### config.mk
export PLATFORM = sky130hd
export DESIGN_NAME = imem_loader
export DESIGN_NICKNAME = d
export VERILOG_FILES = /design/src/rtl/imem_loader_pkg.sv /design/src/rtl/imem_loader_asm.sv /design/src/rtl/imem_loader.sv
export SDC_FILE = /design/constraint.sdc
export NUM_CORES = 1
export LEC_CHECK = 0
export ABC_AREA = 1
export CORE_AREA = 2 2 83 85
export DETAILED_ROUTE_END_ITERATION = 8
export DIE_AREA = 0 0 85 87
export GPL_ROUTABILITY_DRIVEN = 0
export PLACE_DENSITY_LB_ADDON = 0.08
export SLEW_MARGIN = 20
export SYNTH_ARGS = -nofsm -noshare
export SYNTH_HDL_FRONTEND = slang
export SYNTH_SLANG_ARGS = --single-unit
### constraint.sdc
create_clock -name clk -period 4.5 [get_ports clk]
set_clock_uncertainty 0.1 [all_clocks]
set_input_delay 0.9 -clock clk [delete_from_list [all_inputs] [get_ports clk]]
set_output_delay 0.9 -clock clk [all_outputs]
set_load 0.05 [all_outputs]
### src/rtl/imem_loader_pkg.sv
// Shared types and constants for the instruction-memory loader.
// CSUM_W sizes the optional trailing checksum (IMEM_LOADER_CHECKSUM_EN).
package imem_loader_pkg;

    typedef enum logic [2:0] {
        ST_IDLE,
        ST_LOAD,
        ST_WRITE,
        ST_CHECK,
        ST_DONE,
        ST_FAIL
    } state_t;

    localparam int BYTES_PER_WORD = 4;
    localparam int CSUM_W         = 8;
    localparam int WORD_W         = 8 * BYTES_PER_WORD;

    // Modulo-2**CSUM_W running sum of data bytes.
    function automatic logic [CSUM_W-1:0] csum_add(input logic [CSUM_W-1:0] sum,
                                                   input logic [7:0]        b);
        return sum + b;
    endfunction

endpackage

### src/rtl/imem_loader_asm.sv
// Byte-to-word assembler: shifts accepted bytes in big-endian order and counts
// bytes within the current word.
module imem_loader_asm
    import imem_loader_pkg::*;
(
    input  logic              clk,
    input  logic              reset,
    input  logic              clear_i,
    input  logic              accept_i,
    input  logic [7:0]        byte_i,
    output logic              last_byte_o,
    output logic [WORD_W-1:0] word_o
);

    localparam int CNT_W = $clog2(BYTES_PER_WORD);

    logic [CNT_W-1:0]  cnt_q, cnt_d;
    logic [WORD_W-1:0] word_q, word_d;

    assign last_byte_o = (cnt_q == CNT_W'(BYTES_PER_WORD - 1));
    assign word_o      = word_q;

    always_comb begin
        cnt_d  = cnt_q;
        word_d = word_q;
        if (clear_i) begin
            cnt_d = '0;
        end else if (accept_i) begin
            cnt_d  = last_byte_o ? '0 : cnt_q + 1'b1;
            word_d = {word_q[WORD_W-9:0], byte_i};
        end
    end

    always_ff @(posedge clk or negedge reset) begin
        if (!reset) begin
            cnt_q  <= '0;
            word_q <= '0;
        end else begin
            cnt_q  <= cnt_d;
            word_q <= word_d;
        end
    end

endmodule

### src/rtl/imem_loader.sv
// Boot loader: streams bytes into 32-bit instruction words and holds the CPU in
// reset until the image is written. Define IMEM_LOADER_CHECKSUM_EN for a trailing checksum byte.
module imem_loader
    import imem_loader_pkg::*;
#(
    parameter int ADDR_W = 10
) (
    input  logic              clk,
    input  logic              reset,
    input  logic              start,
    input  logic [ADDR_W:0]   word_count,
    input  logic [7:0]        byte_in,
    input  logic              byte_valid,
    output logic              byte_ready,
    output logic              imem_we,
    output logic [ADDR_W-1:0] imem_addr,
    output logic [31:0]       imem_wdata,
    output logic              cpu_hold,
    output logic              busy,
    output logic              done,
    output logic              err
);

    localparam logic [ADDR_W:0] MAX_WORDS = {1'b1, {ADDR_W{1'b0}}};

    state_t            state_q, state_d;
    logic [ADDR_W:0]   idx_q, idx_d;
    logic [ADDR_W:0]   count_q, count_d;
    logic [ADDR_W:0]   idx_inc;
    logic [ADDR_W-1:0] addr_q, addr_d;
    logic              byte_ready_q, imem_we_q, busy_q, done_q, cpu_hold_q;
    logic              accept, asm_clear, asm_accept, last_byte;
    logic [WORD_W-1:0] asm_word;

`ifdef IMEM_LOADER_CHECKSUM_EN
    logic [CSUM_W-1:0] sum_q, sum_d;
    logic              err_q;
`endif

    assign accept     = byte_valid && byte_ready_q;
    assign asm_accept = accept && (state_q == ST_LOAD);
    assign idx_inc    = idx_q + 1'b1;

    imem_loader_asm u_asm (
        .clk        (clk),
        .reset      (reset),
        .clear_i    (asm_clear),
        .accept_i   (asm_accept),
        .byte_i     (byte_in),
        .last_byte_o(last_byte),
        .word_o     (asm_word)
    );

    always_comb begin
        state_d   = state_q;
        idx_d     = idx_q;
        count_d   = count_q;
        addr_d    = addr_q;
        asm_clear = 1'b0;
`ifdef IMEM_LOADER_CHECKSUM_EN
        sum_d     = sum_q;
`endif
        case (state_q)
            ST_IDLE, ST_DONE, ST_FAIL: begin
                if (start) begin
                    if (word_count == '0) begin
                        state_d = ST_DONE;
                    end else begin
                        state_d   = ST_LOAD;
                        idx_d     = '0;
                        count_d   = (word_count > MAX_WORDS) ? MAX_WORDS : word_count;
                        asm_clear = 1'b1;
`ifdef IMEM_LOADER_CHECKSUM_EN
                        sum_d     = '0;
`endif
                    end
                end
            end
            ST_LOAD: begin
`ifdef IMEM_LOADER_CHECKSUM_EN
                if (accept) sum_d = csum_add(sum_q, byte_in);
`endif
                if (accept && last_byte) begin
                    state_d = ST_WRITE;
                    addr_d  = idx_q[ADDR_W-1:0];
                end
            end
            ST_WRITE: begin
                // Clamped count keeps idx_q below 2**ADDR_W while writing, so the address never wraps.
                idx_d = idx_inc;
                if (idx_inc == count_q) begin
`ifdef IMEM_LOADER_CHECKSUM_EN
                    state_d = ST_CHECK;
`else
                    state_d = ST_DONE;
`endif
                end else begin
                    state_d = ST_LOAD;
                end
            end
            ST_CHECK: begin
`ifdef IMEM_LOADER_CHECKSUM_EN
                if (accept) state_d = (byte_in == sum_q) ? ST_DONE : ST_FAIL;
`else
                state_d = ST_IDLE;
`endif
            end
            default: state_d = ST_IDLE;
        endcase
    end

    // Outputs are decoded from the next state so they are registered alongside it.
    always_ff @(posedge clk or negedge reset) begin
        if (!reset) begin
            state_q      <= ST_IDLE;
            idx_q        <= '0;
            count_q      <= '0;
            addr_q       <= '0;
            byte_ready_q <= 1'b0;
            imem_we_q    <= 1'b0;
            busy_q       <= 1'b0;
            done_q       <= 1'b0;
            cpu_hold_q   <= 1'b1;
`ifdef IMEM_LOADER_CHECKSUM_EN
            sum_q        <= '0;
            err_q        <= 1'b0;
`endif
        end else begin
            state_q      <= state_d;
            idx_q        <= idx_d;
            count_q      <= count_d;
            addr_q       <= addr_d;
            byte_ready_q <= (state_d == ST_LOAD) || (state_d == ST_CHECK);
            imem_we_q    <= (state_d == ST_WRITE);
            busy_q       <= (state_d == ST_LOAD) || (state_d == ST_WRITE) || (state_d == ST_CHECK);
            done_q       <= (state_d == ST_DONE);
            cpu_hold_q   <= (state_d != ST_DONE);
`ifdef IMEM_LOADER_CHECKSUM_EN
            sum_q        <= sum_d;
            err_q        <= (state_d == ST_FAIL);
`endif
        end
    end

    assign byte_ready = byte_ready_q;
    assign imem_we    = imem_we_q;
    assign imem_addr  = addr_q;
    assign imem_wdata = asm_word;
    assign busy       = busy_q;
    assign done       = done_q;
    assign cpu_hold   = cpu_hold_q;
`ifdef IMEM_LOADER_CHECKSUM_EN
    assign err        = err_q;
`else
    assign err        = 1'b0;
`endif

endmodule

==> flow_metrics.tcl, run 1 <==
set metrics [dict create \
    layout-drive-gt1-share 0.0780 \
    dr_total_vias 2923 \
    die_width_um 85 \
    grt_pass1_wl_mm 12.4 \
    overall_global_routing_usage 0.213 \
    post_cts_hold_buffer_count 0 \
    yosys.cell_types.count 32 \
    run_status "complete, no violations" \
    finalWirelength_mm 7.41 \
    worst_hold_path_type "flip-flop to flip-flop" \
    synthMostInstantiatedCell "sky130_fd_sc_hd__nand2_1" \
    remaining_drc_errors 0 \
    route.antenna.remaining_nets 0 \
    setup.worst_path.class "input pin to flip-flop" \
    power.sequential.fraction 0.346 \
    worst_hold_path.num_cells 2 \
    comb_power_share 0.436 \
    list_of_cells_traversed_by_the_critical_path "clkdlybuf4s50_1 -> nand2_1 -> nor2_2 -> buf_4 -> inv_2 -> nor2_4 -> inv_1 -> nand3_2 -> nand2_1 -> inv_1" \
    stdcell_area_mm2 0.00443 \
    largest_net_degree_at_the_start_of_global_routing 75 \
    clock_tree.root_cell "sky130_fd_sc_hd__clkbuf_8" \
    cts-resized-gates 0 \
    report.final.hold_viol_count 0 \
    routed_length_per_placed_instance_um 12.8 \
    setup_ws_ns 1.68 \
    timing.max_slew.rel_slack 0.287 \
    synth.top_cells.by_area "sky130_fd_sc_hd__dfrtp_1 (53%), sky130_fd_sc_hd__nand2_1 (18%), sky130_fd_sc_hd__nand3_1 (6.8%)" \
    synth_common_cells "sky130_fd_sc_hd__nand2_1 (164), sky130_fd_sc_hd__dfrtp_1 (73), sky130_fd_sc_hd__nand3_1 (47), sky130_fd_sc_hd__inv_1 (42), sky130_fd_sc_hd__o21ai_0 (26)" \
    cp.arrival_ns 2.97 \
    floorplan.io_pins 71 \
    ffs_w_async_s_r_synth 1.00 \
    clock_latency_ns 0.35 \
    antenna_violations_before_repair 0 \
    path_clk_slew_ns 0.08 \
    worst_setup_path_start "byte_valid" \
    worst-r2r-setup-slack_ns 2.08 \
    fill_cells 534 \
    total_switching_power_mw 1.22 \
    hpwl_after_detailed_placement_mm 5.27 \
    post_drt_via_cell_ratio 5.04 \
    clock_path_buffers 2 \
    worst-r2r-cell-count 4 \
    timing.final.setup_violations 0 \
    worst_path_largest_cell_delay_ns 0.48 \
    post_synth_edffs 0 \
    critical_path.endpoint_type "flip-flop" \
    crit_fanout 36 \
    dieArea_mm2 0.00740 \
    finalSetupTns_ns 0 \
    num_antenna_cells 0 \
    worst_pin_slew_ns 1.04 \
    core_area_mm2 0.00657 \
    vdd_drop_max_v 0.000435 \
    yosys.area.top_type_share 0.531 \
    area.growth.synth_to_final_pct 28.6 \
    mappedNetlistNets 451 \
    cts_inserted_buffers 9 \
    globalRoute.totalOverflow 0 \
    rsz0062_at_grt "false" \
    cp_slowest_cell "sky130_fd_sc_hd__inv_2" \
    die_h_um 87 \
    place_area_mm2 0.00419 \
    clock_power_share 0.218 \
    syn-cell-area_mm2 0.00344 \
    initial_drt_markers 269 \
    clock_tree.htree_level_count 3 \
    post-synth-top-area-cell "sky130_fd_sc_hd__dfrtp_1" \
    ys_warn_count 0 \
    post_route_fraction_of_the_period_consumed_by_the_critical_path 0.626 \
    ys_dominant_reg_cell "sky130_fd_sc_hd__dfrtp_1" \
    portBuffers 69 \
    grt_pass1_vias 2788 \
    start_util 0.524 \
    power.share.switching 0.431 \
    maxCapViolCount 0 \
    p_per_area_mw_per_mm2 639 \
    reg2reg_to "idx_q[0]$_DFFE_PN0P_" \
    tritoncts "built" \
    register_bit_count_reported_by_yosys 74 \
    avgSynthCellArea_um2 8.08 \
    fin_cells 580 \
    numPlacedInstances 564 \
    post-place-ws_ns 1.31 \
    p_int_mw 1.61 \
    cts_sinks 74 \
    timing.critical_path.to "busy$_DFF_PN0_" \
    nets 520 \
    p_leak_nw 2.11 \
    num_rows 30 \
    cts.repair_timing.setup_buffer_count 0 \
    firstDrtPassIters 4 \
    reg_to_reg_startpoint "state_q[2]$_DFF_PN0_" \
    timing.final.max_slew_violations 0 \
    finalHoldWorstSlack_ns 0.383 \
    syn-instance-count 426 \
    crit_path_start_kind "input pin" \
    worst-endpoint-required_ns 4.65 \
    sequential_element_share_of_the_synthesized_area 0.538 \
    max_freq_ghz 0.355 \
    fin_crit_ns 2.82 \
]
-- through the flow --
| stage | power [mW] | util |
|---|---|---|
| 3_3_place_gp | 2.21 | 0.637 |
| 2_1_floorplan | 1.82 | - |
| 5_1_grt | 2.99 | 0.674 |
| 6_report | 2.83 | 0.674 |
| 4_1_cts | 2.85 | 0.674 |
| 3_5_place_dp | 2.23 | 0.637 |
-- routing by layer --
metal	share of wire	global-route usage	up-vias
met3	0.051	0.0360	12
li1	-	-	1487
met1	0.48	0.294	1351
met4	0.018	0.0924	0
met5	0	0	-
met2	0.45	0.336	73
-- sequential cells by signal, indices dropped and copies added, names as in the netlist --
signal,cells
cpu_hold,1
done,1
state_q,3
u_asm.cnt_q,2
imem_we,1
busy,1
byte_ready,1
imem_addr,10
u_asm.word_o,32
idx_q,11
count_q,11
-- kinds of logic (layout without fill, tap and decap cells) --
logic type	count (synthesis)	in the layout	share of synthesized area
AOI/OAI and AO/OA	41	41	0.0640
adders and majority gates	2	2	0.00727
buffers and inverters	56	130	0.0629
DFF	74	74	0.538
muxes	1	1	0.00291
other	1	1	0.00109
and+or+nand+nor	251	251	0.324
-- placed cells by master, fill, tap and decap left out, types with 5 or more instances in the layout --
cell,count
sky130_fd_sc_hd__nand2_1,164
sky130_fd_sc_hd__inv_1,42
sky130_fd_sc_hd__clkbuf_8,9
sky130_fd_sc_hd__nor2_1,15
sky130_fd_sc_hd__o22ai_1,6
sky130_fd_sc_hd__nor2_4,5
sky130_fd_sc_hd__clkdlybuf4s50_1,68
sky130_fd_sc_hd__nand2_2,5
sky130_fd_sc_hd__dfrtp_1,73
sky130_fd_sc_hd__o21ai_0,26
sky130_fd_sc_hd__nand3_1,47
-- power by group through the flow --
stage	clock network (mW)	registers [mW]	logic, mW
final	0.617	0.979	1.23
after global routing	0.651	1.00	1.34
after CTS	0.628	0.979	1.24
after detailed placement	0	0.990	1.24
after global placement	0	0.986	1.22
after floorplan	0	1.43	0.389
-- how the worst min path moves through the flow --
stage | from | endpoint | slack, ns
finish | u_asm.word_o[25]$_DFFE_PN0P_ | u_asm.word_o[25]$_DFFE_PN0P_ | 0.38
global route | u_asm.word_o[26]$_DFFE_PN0P_ | u_asm.word_o[26]$_DFFE_PN0P_ | 0.41
CTS | u_asm.word_o[30]$_DFFE_PN0P_ | u_asm.word_o[30]$_DFFE_PN0P_ | 0.38
detailed placement | u_asm.word_o[30]$_DFFE_PN0P_ | u_asm.word_o[30]$_DFFE_PN0P_ | 0.36
global placement | u_asm.word_o[25]$_DFFE_PN0P_ | u_asm.word_o[25]$_DFFE_PN0P_ | 0.36
floorplan | u_asm.cnt_q[1]$_DFFE_PN0P_ | u_asm.cnt_q[1]$_DFFE_PN0P_ | 0.36
-- critical path: cells and delay by family --
kind | cells | cell delay (ns)
buf+inv | 5 | 1.61
simple gates | 5 | 0.44
-- cell type report --
type,count,area [µm²],area share
Multi-Input combinational cell,296,1370,0.310
Clock buffer,10,128,0.0288
Clock inverter,6,114,0.0257
Sequential cell,74,1850,0.418
Tap cell,80,100,0.0226
Inverter,44,165,0.0373
Timing Repair Buffer,70,696,0.157
(Power assumes the default switching activity.)
==> inputs of run 2 (changes only) <==
- CORE_AREA: 2 2 83 85 -> 2 2 90 92
- DIE_AREA: 0 0 85 87 -> 0 0 92 94
- clock period: 4.5 -> 2.45 ns (I/O delays scaled with it)
==> run 2 against run 1 <==
Net effect:
- power increased by 76%
- core utilization fell by 9.1 points
- wire length grew 2.3%
==> flow_metrics.tcl, run 2 (same netlist as run 1, synthesis figures left out) <==
set metrics [dict create \
    largest_net_degree_at_the_start_of_global_routing 75 \
    grt_pass1_wl_mm 13.0 \
    crit_fanout 1 \
    cts-resized-gates 0 \
    globalRoute.totalOverflow 0 \
    die_width_um 92 \
    setup_ws_ns 0.187 \
    layout-drive-gt1-share 0.0833 \
    post-place-ws_ns 0.0559 \
    cp.arrival_ns 1.67 \
    num_antenna_cells 0 \
    vdd_drop_max_v 0.000688 \
    setup.worst_path.class "flip-flop to output pin" \
    tritoncts "built" \
    firstDrtPassIters 4 \
    list_of_cells_traversed_by_the_critical_path "clkdlybuf4s50_1" \
    critPathBufInv 1 \
    finalSetupTns_ns 0 \
    area.growth.synth_to_final_pct 28.8 \
    layout_commonest_cell "sky130_fd_sc_hd__nand2_1" \
    run_status "complete, no violations" \
    reg_to_reg_startpoint "idx_q[0]$_DFFE_PN0P_" \
    clock_tree.root_cell "sky130_fd_sc_hd__clkbuf_8" \
    post_route_fraction_of_the_period_consumed_by_the_critical_path 0.924 \
    worst_pin_slew_ns 0.920 \
    antenna_violations_before_repair 0 \
    p_leak_nw 2.11 \
    largest_register_ff_count 32 \
    clock_tree.htree_level_count 3 \
    fin_crit_ns 2.26 \
    portBuffers 69 \
    path_clk_slew_ns 0.08 \
    dieArea_mm2 0.00865 \
    fill_cells 738 \
    cts_inserted_buffers 9 \
    cts_sinks 74 \
    finalWirelength_mm 7.58 \
    hpwl_after_detailed_placement_mm 5.35 \
    floorplan.io_pins 71 \
    worst_path_largest_cell_delay_ns 0.79 \
    routed_length_per_placed_instance_um 12.5 \
    grt_pass1_vias 2716 \
    rsz0062_at_grt "false" \
    start_util 0.452 \
    crit_path_start_kind "flip-flop" \
    reg2reg_to "busy$_DFF_PN0_" \
    worst-endpoint-required_ns 1.86 \
    crit_family "buffers and inverters" \
    max_freq_ghz 0.442 \
    worst_hold_path_type "input pin to asynchronous set/reset pin" \
    cts.repair_timing.setup_buffer_count 0 \
    overall_global_routing_usage 0.192 \
    num_rows 32 \
    nets 524 \
    worst-r2r-cell-count 15 \
    report.final.hold_viol_count 0 \
    post_cts_hold_buffer_count 0 \
    clock_latency_ns 0.35 \
    worst-r2r-setup-slack_ns 0.36 \
    timing.max_slew.rel_slack 0.387 \
    layout_common_cells "sky130_fd_sc_hd__nand2_1 (164), sky130_fd_sc_hd__dfrtp_1 (73), sky130_fd_sc_hd__clkdlybuf4s50_1 (68)" \
    timing.final.setup_violations 0 \
    dr_total_vias 2874 \
    cp_slowest_cell "sky130_fd_sc_hd__clkdlybuf4s50_1" \
    timing.final.max_slew_violations 0 \
    maxCapViolCount 0 \
    die_h_um 94 \
    critical_path.endpoint_type "output pin" \
    post_drt_via_cell_ratio 4.74 \
    core_area_mm2 0.00761 \
    route.antenna.remaining_nets 0 \
    clock_path_buffers 2 \
    initial_drt_markers 184 \
    p_per_area_mw_per_mm2 1130 \
    remaining_drc_errors 0 \
]
run 2: cell count changes in the layout (fill, tap and decap cells not counted):
cell	before	now
sky130_fd_sc_hd__inv_6	1	0
sky130_fd_sc_hd__bufinv_16	3	1
sky130_fd_sc_hd__clkinv_2	0	1
sky130_fd_sc_hd__buf_4	2	6
sky130_fd_sc_hd__clkinvlp_4	2	3
sky130_fd_sc_hd__clkbuf_1	1	2
run 2: layout make-up:
cell class / count / area, µm² / share of cell area
Sequential cell: 74 / 1850 / 0.418
Multi-Input combinational cell: 296 / 1370 / 0.310
Timing Repair Buffer: 74 / 726 / 0.164
Inverter: 44 / 165 / 0.0373
Clock buffer: 11 / 131 / 0.0296
Tap cell: 102 / 128 / 0.0288
Clock inverter: 5 / 57.6 / 0.0130
run 2: through the flow:
step | cell area [µm²] | total power [mW] | cells | hold WS, ns | util
2_1_floorplan | 3440 | 3.35 | 426 | 0.0944 | -
3_3_place_gp | 4240 | 4.09 | 590 | 0.352 | 0.558
3_5_place_dp | 4240 | 4.11 | 590 | 0.358 | 0.558
4_1_cts | 4430 | 5.05 | 606 | 0.209 | 0.583
5_1_grt | 4430 | 5.33 | 606 | 0.251 | 0.583
6_report | 4430 | 4.99 | 606 | 0.167 | 0.583
run 2: report_power, final:
| group | switching [mW] | internal, mW |
|---|---|---|
| clock | 0.451 | 0.469 |
| combinational | 1.55 | 0.729 |
| sequential | 0.224 | 1.56 |
run 2: worst reg2reg max path: cells and delay by family, from the launching register on:
family | cells | cell delay, ns
AND/OR/NAND/NOR | 11 | 1.06
flip-flops | 1 | 0.44
adder cells (fa/ha/maj) | 1 | 0.26
buffers and inverters | 3 | 0.13
run 2: worst max path at each step:
stage / from / to / depth (start not counted) / slack, ns
after detailed placement: word_count[2] / count_q[3]$_DFFE_PN0P_ / 8 / 0.06
after floorplan: byte_ready$_DFF_PN0_ / imem_addr[0]$_DFFE_PN0P_ / 8 / 0.63
after global routing: cpu_hold$_DFF_PN1_ / cpu_hold / 1 / 0.14
final: cpu_hold$_DFF_PN1_ / cpu_hold / 1 / 0.19
after CTS: cpu_hold$_DFF_PN1_ / cpu_hold / 1 / 0.17
after global placement: word_count[2] / count_q[8]$_DFFE_PN0P_ / 8 / 0.10
run 2: per-layer routing:
layer,vias to the layer above,global-route usage,share of wire
li1,1494,-,-
met1,1305,0.274,0.50
met2,65,0.285,0.45
met3,10,0.0465,0.043
met4,0,0.0684,0.016
met5,-,0,0
==> inputs of run 3 (changes only) <==
- CORE_AREA: 2 2 90 92 -> 2 2 121 123
- DIE_AREA: 0 0 92 94 -> 0 0 123 125
==> run 3 against run 2 <==
Net effect:
- sequential share of layout area down 2.4 points
- fmax grew 0.93%
- largest power group unchanged
- sequential power about the same
- via count rose by 2.8%
- worst setup slack gained 0.021 ns
- highest routed layer unchanged
- largest cell class unchanged
==> flow_metrics.tcl, run 3 (same netlist as run 1, synthesis figures left out) <==
set metrics [dict create \
    grt_pass1_wl_mm 15.1 \
    layout_commonest_cell "sky130_fd_sc_hd__nand2_1" \
    cp.arrival_ns 1.65 \
    dr_total_vias 2954 \
    timing.final.max_slew_violations 0 \
    route.antenna.remaining_nets 0 \
    vdd_drop_max_v 0.000496 \
    timing.final.setup_violations 0 \
    post_route_fraction_of_the_period_consumed_by_the_critical_path 0.915 \
    rsz0062_at_grt "false" \
    max_freq_ghz 0.446 \
    clock_latency_ns 0.34 \
    layout_common_cells "sky130_fd_sc_hd__nand2_1 (164), sky130_fd_sc_hd__dfrtp_1 (73), sky130_fd_sc_hd__clkdlybuf4s50_1 (68)" \
    largest_net_degree_at_the_start_of_global_routing 40 \
    area.growth.synth_to_final_pct 36.8 \
    finalHoldWorstSlack_ns 0.0291 \
    cp_slowest_cell "sky130_fd_sc_hd__clkdlybuf4s50_1" \
    p_leak_nw 2.20 \
    report.final.hold_viol_count 0 \
    dr_wl_met3_um 291 \
    cts_inserted_buffers 9 \
    critPathBufInv 1 \
    worst_hold_path_type "input pin to asynchronous set/reset pin" \
    fin_cells 690 \
    globalRoute.totalOverflow 0 \
    tritoncts "built" \
    remaining_drc_errors 0 \
    dieArea_mm2 0.0154 \
    report.power.total_mw 5.57 \
    floorplan.io_pins 71 \
    multi_input_comb_area_mm2 0.00137 \
    run_status "complete, no violations" \
    clock_tree.htree_level_count 3 \
    clock_path_buffers 2 \
    numPlacedInstances 675 \
    post_cts_hold_buffer_count 0 \
    start_util 0.242 \
    critical_path.endpoint_type "output pin" \
    worst_path_largest_cell_delay_ns 0.79 \
    routed_length_per_placed_instance_um 13.0 \
    cts.repair_timing.setup_buffer_count 0 \
    finalSetupTns_ns 0 \
    worst_pin_slew_ns 0.608 \
    layout.area.seq_mm2 0.00185 \
    worst-endpoint-required_ns 1.86 \
    p_per_area_mw_per_mm2 1180 \
    crit_fanout 1 \
    largest_register_ff_count 32 \
    antenna_violations_before_repair 0 \
    reg_to_reg_startpoint "idx_q[0]$_DFFE_PN0P_" \
    num_antenna_cells 0 \
    die_width_um 123 \
    cts-resized-gates 0 \
    firstDrtPassIters 4 \
    clock_tree.root_cell "sky130_fd_sc_hd__clkbuf_16" \
    num_rows 44 \
    list_of_cells_traversed_by_the_critical_path "clkdlybuf4s50_1" \
    crit_family "buffers and inverters" \
    maxCapViolCount 0 \
    worst-r2r-cell-count 15 \
    routed.top_layer "met4" \
    place_area_mm2 0.00438 \
    stdcell_area_mm2 0.00471 \
    layout-drive-gt1-share 0.0909 \
    fin_crit_ns 2.24 \
    fill_cells 1521 \
    dr_wl_met2_mm 4.42 \
    path_clk_slew_ns 0.06 \
    finalWirelength_mm 8.98 \
    core_area_mm2 0.0142 \
    setup.worst_path.class "flip-flop to output pin" \
    portBuffers 69 \
    cts_sinks 74 \
    post_drt_via_cell_ratio 4.28 \
    overall_global_routing_usage 0.127 \
    initial_drt_markers 115 \
    crit_path_start_kind "flip-flop" \
    route.layer.met1.wl_mm 4.09 \
    grt_pass1_vias 2997 \
    timing.max_slew.rel_slack 0.594 \
    worst-r2r-setup-slack_ns 0.36 \
    hpwl_after_detailed_placement_mm 6.52 \
    die_h_um 125 \
    reg2reg_to "busy$_DFF_PN0_" \
    nets 527 \
]
## run 3: changes by cell type in the layout (fill, tap and decap cells not counted), sizes merged
cell,previous run,this run
bufinv,1,2
buf,6,9
clkinvlp,3,0
inv,44,45
## run 3: worst max path at each step
stage / from / slack [ns] / cells past startpoint / endpoint
floorplan: byte_ready$_DFF_PN0_ / 0.63 / 8 / imem_addr[0]$_DFFE_PN0P_
global placement: word_count[2] / 0.03 / 8 / count_q[3]$_DFFE_PN0P_
detailed placement: word_count[2] / -0.02 / 8 / count_q[5]$_DFFE_PN0P_
CTS: cpu_hold$_DFF_PN1_ / 0.18 / 1 / cpu_hold
global route: word_count[3] / 0.08 / 8 / count_q[5]$_DFFE_PN0P_
finish: cpu_hold$_DFF_PN1_ / 0.21 / 1 / cpu_hold
## run 3: area by class of cell
| class | instances | area share |
|---|---|---|
| sequential | 74 | 0.394 |
| inverter | 44 | 0.0351 |
| clock buffer | 11 | 0.0537 |
| multi-input combinational | 296 | 0.292 |
| tap | 184 | 0.0489 |
| clock inverter | 4 | 0.0157 |
| timing repair buffer | 77 | 0.162 |
## run 3: metal layers
layer / GRT usage / vias to the layer above
met1: 0.159 / 1403
li1: - / 1499
met4: 0.0595 / 0
met5: 0 / -
met2: 0.207 / 41
met3: 0.0265 / 11
## run 3: power by group
| part | internal [mW] | total, mW | switching, mW |
|---|---|---|---|
| sequential | 1.57 | 1.81 | 0.242 |
| combinational | 0.738 | 2.31 | 1.57 |
| clock | 0.943 | 1.46 | 0.513 |
| total | 3.25 | 5.57 | 2.32 |
## run 3: through the flow
stage	setup slack, ns	utilization
2_1_floorplan	0.627	-
3_3_place_gp	0.0330	0.308
3_5_place_dp	-0.0216	0.308
4_1_cts	0.177	0.331
5_1_grt	0.0757	0.331
6_report	0.208	0.331
